## src/rtl/s_cnt_feeder.sv

```systemverilog
// -----------------------------------------------------------------------------
// s_cnt_feeder
//   Command feeder for the shift counter s_cnt. Values arrive over a
//   valid/ready handshake and are buffered in a small circular FIFO. While
//   idle, the sequencer takes the FIFO head, presents it on num with a
//   one-cycle start pulse, and then holds off for RUN_CYC cycles so that
//   s_cnt can finish its run before the next value is issued.
//
// Ports
//   clk       in   1    rising-edge clock
//   rst       in   1    asynchronous, active-high reset
//   in_valid  in   1    upstream value valid
//   in_data   in   DW   upstream value
//   in_ready  out  1    FIFO not full (combinational)
//   num       out  DW   value presented to s_cnt (registered)
//   start     out  1    one-cycle load pulse to s_cnt (registered)
//   busy      out  1    sequencer running or FIFO non-empty
//   issued    out  8    number of start pulses issued, wraps 255 -> 0
// -----------------------------------------------------------------------------
module s_cnt_feeder #(
    parameter int DW      = 4,
    parameter int DEPTH   = 4,   // power of two, >= 2
    parameter int RUN_CYC = 8    // >= 1
) (
    input  logic          clk,
    input  logic          rst,
    input  logic          in_valid,
    input  logic [DW-1:0] in_data,
    output logic          in_ready,
    output logic [DW-1:0] num,
    output logic          start,
    output logic          busy,
    output logic [7:0]    issued
);

    localparam int AW = $clog2(DEPTH);
    localparam int TW = (RUN_CYC > 1) ? $clog2(RUN_CYC) : 1;
    localparam logic [AW:0]   FULL_CNT  = (AW+1)'(DEPTH);
    localparam logic [TW-1:0] TIMER_RLD = TW'(RUN_CYC - 1);

    typedef enum logic {
        ST_IDLE,
        ST_RUN
    } state_t;

    // FIFO storage and bookkeeping
    logic [DW-1:0] r_mem [DEPTH];
    logic [AW-1:0] r_wptr;
    logic [AW-1:0] r_rptr;
    logic [AW:0]   r_count;

    // Sequencer state and registered outputs
    state_t        r_state;
    logic [TW-1:0] r_timer;
    logic [DW-1:0] r_num;
    logic          r_start;
    logic [7:0]    r_issued;

    // Next-state values
    state_t        w_state_nxt;
    logic [TW-1:0] w_timer_nxt;
    logic [DW-1:0] w_num_nxt;
    logic          w_start_nxt;
    logic [7:0]    w_issued_nxt;

    logic          w_push;
    logic          w_pop;

    assign in_ready = (r_count != FULL_CNT);
    assign busy     = (r_state != ST_IDLE) || (r_count != '0);
    assign num      = r_num;
    assign start    = r_start;
    assign issued   = r_issued;

    // Pop is decided from registered occupancy only, so a value written on
    // this edge into an empty FIFO is not visible to the sequencer until the
    // next edge (no bypass path).
    assign w_push = in_valid && in_ready;

    // NOTE: the storage array has no reset; entries are only read after being
    // written, and leaving it out of the reset net keeps it a plain RAM.
    always_ff @(posedge clk) begin
        if (w_push) begin
            r_mem[r_wptr] <= in_data;
        end
    end

    // NOTE: state registers use non-blocking assignments so every register
    // samples the pre-edge values regardless of statement order.
    always_ff @(posedge clk or posedge rst) begin
        if (rst) begin
            r_wptr  <= '0;
            r_rptr  <= '0;
            r_count <= '0;
        end else begin
            if (w_push) r_wptr <= r_wptr + 1'b1;   // wraps modulo DEPTH
            if (w_pop)  r_rptr <= r_rptr + 1'b1;
            case ({w_push, w_pop})
                2'b10:   r_count <= r_count + 1'b1;
                2'b01:   r_count <= r_count - 1'b1;
                default: r_count <= r_count;
            endcase
        end
    end

    // NOTE: every signal driven here gets its default first, so no path can
    // leave one unassigned and infer a latch.
    always_comb begin
        w_state_nxt  = r_state;
        w_timer_nxt  = r_timer;
        w_num_nxt    = r_num;
        w_start_nxt  = 1'b0;
        w_issued_nxt = r_issued;
        w_pop        = 1'b0;
        case (r_state)
            ST_IDLE: begin
                if (r_count != '0) begin
                    w_pop        = 1'b1;
                    w_num_nxt    = r_mem[r_rptr];
                    w_start_nxt  = 1'b1;
                    w_timer_nxt  = TIMER_RLD;
                    w_issued_nxt = r_issued + 8'd1;
                    w_state_nxt  = ST_RUN;
                end
            end
            ST_RUN: begin
                // Timer counts RUN_CYC-1 .. 0, then one more edge returns to
                // IDLE, giving RUN_CYC+1 cycles between back-to-back issues.
                if (r_timer != '0) begin
                    w_timer_nxt = r_timer - 1'b1;
                end else begin
                    w_state_nxt = ST_IDLE;
                end
            end
            default: w_state_nxt = ST_IDLE;
        endcase
    end

    always_ff @(posedge clk or posedge rst) begin
        if (rst) begin
            r_state  <= ST_IDLE;
            r_timer  <= '0;
            r_num    <= '0;
            r_start  <= 1'b0;
            r_issued <= '0;
        end else begin
            r_state  <= w_state_nxt;
            r_timer  <= w_timer_nxt;
            r_num    <= w_num_nxt;
            r_start  <= w_start_nxt;
            r_issued <= w_issued_nxt;
        end
    end

endmodule

```

## config.mk

```make
export PLATFORM = sky130hd
export DESIGN_NAME = s_cnt_feeder
export DESIGN_NICKNAME = d
export VERILOG_FILES = /design/src/rtl/s_cnt_feeder.sv
export SDC_FILE = /design/constraint.sdc
export NUM_CORES = 1
export LEC_CHECK = 0
export CORE_ASPECT_RATIO = 0.7
export CORE_MARGIN = 5
export CORE_UTILIZATION = 50
export CTS_BUF_LIST = sky130_fd_sc_hd__clkbuf_4
export CTS_CLUSTER_DIAMETER = 200
export DETAILED_ROUTE_END_ITERATION = 6
export GPL_TIMING_DRIVEN = 0
export HOLD_SLACK_MARGIN = 0.15
export PLACE_DENSITY = 0.81
export SLEW_MARGIN = 20
export SYNTH_ARGS = -nofsm -noshare
export SYNTH_HDL_FRONTEND = slang
export SYNTH_SLANG_ARGS = --single-unit
```

## constraint.sdc

```tcl
create_clock -name clk -period 4 [get_ports clk]
set_input_delay 0.8 -clock clk [delete_from_list [all_inputs] [get_ports clk]]
set_output_delay 0.8 -clock clk [all_outputs]
set_load 0.05 [all_outputs]
```

==> impl_metrics.json <==
{
  "status": "finished clean",
  "die_width_microns": 81.2,
  "fin_crit_sh": 0.733,
  "clockBufferDepth": 2,
  "highest-signal-layer": "met4",
  "cts_setup_buffers": 0,
  "hold_path_startpoint": "issued[7]",
  "clockPowerShare": 0.154,
  "clk_pin_slew_worst_paths_ps": 110,
  "vias": 1028,
  "p_leak_uw": 0.000908,
  "p_sw_frac": 0.398,
  "slowest_stage": "clkdlybuf4s50_1",
  "reg2reg_slack_ps": 1750,
  "grt_max_degree": 25,
  "ff_latch_area_sq_mm": 0.00108,
  "placed_cell_area_sq_mm": 0.00205,
  "synthDistinctLibCells": 34,
  "final_cell_mix": "dfrtp_1, clkdlybuf4s50_1, edfxtp_1",
  "coreArea_sq_mm": 0.00347,
  "design_area_sq_mm": 0.00213,
  "synth-compound-area-share": 0.0212,
  "clkLatencyLatePin_ps": 360,
  "final-setup-viol-count": 0,
  "hold_depth": 1,
  "drive_gt1_frac": 0.166,
  "max_stage_delay_ps": 790,
  "ff2ff_path_depth": 8,
  "path_class": "flip-flop to output pin",
  "dieArea_sq_mm": 0.00486,
  "tightest_slew_ps": 899,
  "synthTopCellsByArea": "dfrtp_1, edfxtp_1, ha_1, xor2_1, mux4_2",
  "grt_use_total": 0.146,
  "worst-path-buf-inv": 3,
  "root_buffer": "clkbuf_4",
  "h-tree-depth": 2,
  "pin_count": 22,
  "cp.arrival_ps": 2130,
  "detail-route-antenna-nets": 0,
  "rsz0062_at_grt": "no",
  "wirelength_mm": 3.05,
  "syn_area_sq_mm": 0.00177,
  "p_per_area_mw_per_mm2": 821,
  "via_per_inst": 5.11,
  "yosys_warnings": 0,
  "end_kind": "output pin",
  "drc": 0,
  "timing.rr.start": "r_state",
  "yosysSeqAreaShare": 0.610,
  "portBuffers": 21,
  "wl_met2_mm": 1.56,
  "yosys.area.top_type_share": 0.339,
  "path_cells": "clkbuf_1, buf_2, nand2b_1, clkdlybuf4s50_1",
  "p_int_uw": 1050,
  "synth_nets": 138,
  "drtPass1Iterations": 4,
  "postCtsResizedCells": 0,
  "n_antenna_cell": 0,
  "pwr-share-seq": 0.388,
  "synth.area.mux_share": 0.0946,
  "start_util": 0.511,
  "yosys.area_share.simple": 0.0995,
  "hold_viol": 0,
  "dpl.hpwl_mm": 2.17,
  "synth_cells": 122,
  "cts_tree": "yes",
  "final_nets": 166,
  "place.gp.congestion": 0.770,
  "synth_largest_area_cell": "dfrtp_1",
  "grt_pass1_vias": 1095,
  "grt_overflow": 0,
  "layout_commonest_cell": "dfrtp_1",
  "finalMaxSlewViolations": 0,
  "syn_to_final_growth_pct": 19.9,
  "cpLargestDelayFamily": "buffers and inverters",
  "die_height_microns": 59.8,
  "crit_required_ps": 3200,
  "ir_drop_mv": 0.333,
  "grt_pass1_wl_mm": 5.06,
  "synth_xor_area_frac": 0.0642,
  "max_cap_violations": 0,
  "nFillCells": 279,
  "cts_sinks": 40,
  "synth-adder-area-share": 0.0677,
  "relSlewSlack": 0.400,
  "switchingPower_uw": 695,
  "whs_endpoint": "issued[7]",
  "setup_tns_ps": 0,
  "wl_per_cell_microns": 15.2,
  "r2r_end": "r_count[2]",
  "fp-row-count": 18,
  "clock_skew_ps": 14.0,
  "fmax_ghz": 0.341,
  "m1WireLength_mm": 1.33,
  "cp_max_fo": 10,
  "antenna_found_initial": 0,
  "multi_input_area_sq_um": 616,
  "synth_top_family_by_area": "simple AND/OR/NAND/NOR gates",
  "hp-class": "flip-flop to flip-flop",
  "start_kind": "flip-flop",
  "synth_area_per_cell_sq_um": 14.5,
  "numCtsBuffers": 5,
  "min_period_ps": 2930,
  "ys_seq_elements": 40,
  "hold_buffers": 0,
  "comb_power_share": 0.458,
  "dr.first_iter.drc_count": 52,
  "met3WireLength_microns": 91
}
[worst max path at each step]
stage / end / startpoint / depth (start not counted) / slack (ps)
2_1_floorplan: r_count[2] / r_count[1] / 9 / 1930
3_3_place_gp: busy / r_state / 4 / 1490
3_5_place_dp: r_count[2] / in_valid / 8 / 1440
4_1_cts: busy / r_state / 4 / 1060
5_1_grt: busy / r_state / 4 / 930
6_report: busy / r_state / 4 / 1070
[cell usage after synthesis, drive strengths merged]
| master | instances |
|---|---|
| nand2b | 1 |
| nand3 | 4 |
| dfrtp | 24 |
| ha | 8 |
| buf | 4 |
| inv | 9 |
| mux2 | 6 |
| nor2b | 1 |
| o21ai | 1 |
| fa | 1 |
| nor4 | 3 |
| a21o | 1 |
| clkbuf | 1 |
| nor3b | 2 |
| mux2i | 1 |
| nand4 | 1 |
| xor2 | 11 |
| xnor2 | 2 |
| mux4 | 4 |
| edfxtp | 16 |
| and3 | 4 |
| a32oi | 1 |
| nor3 | 3 |
| o22a | 1 |
| or2 | 1 |
| nor2 | 4 |
| or3b | 1 |
| o211ai | 1 |
| nand2 | 5 |
[cells by family (layout without fill, tap and decap cells)]
kind of cell	after synthesis	in the layout
flops	40	40
mux	11	11
fa+ha+maj	9	9
buf+inv	14	43
xor+xnor	13	13
simple gates	30	30
compound gates	5	5
[layout make-up]
type | count | share of cell area
Sequential cell | 40 | 0.509
Multi-Input combinational cell | 68 | 0.290
Timing Repair Buffer | 21 | 0.0989
Tap cell | 50 | 0.0294
Clock buffer | 6 | 0.0212
Buffer | 5 | 0.0200
Clock inverter | 2 | 0.0165
Inverter | 9 | 0.0159
[layer usage]
layer	global-route usage	vias up
met5	0	-
met1	0.176	518
met4	0.0867	0
li1	-	482
met2	0.241	19
met3	0.0316	9
[power groups by stage]
stage / clock network, uW / registers (uW) / logic [uW]
after floorplan: 0 / 830 / 430
after global placement: 0 / 674 / 770
final: 269 / 678 / 799
after global routing: 292 / 694 / 873
after detailed placement: 0 / 686 / 806
after CTS: 270 / 679 / 814
[sequential cells by signal, indices dropped and copies added, names as in the netlist]
register	flops
num	4
issued	8
r_wptr	2
start	1
r_count	3
r_timer	3
r_rptr	2
r_mem	16
r_state	1
[metrics by stage]
stage               setup slack (ps)  instances  total power (uW)  hold WS (ps)  utilization
finish                          1070        201              1750           474        0.613
global route                     927        201              1860           509        0.613
CTS                             1060        201              1760           474        0.613
detailed placement              1440        193              1490           458        0.590
global placement                1490        193              1440           457        0.590
floorplan                       1930        122              1260           474            -
No activity file was read; power rests on OpenSTA's default activity.
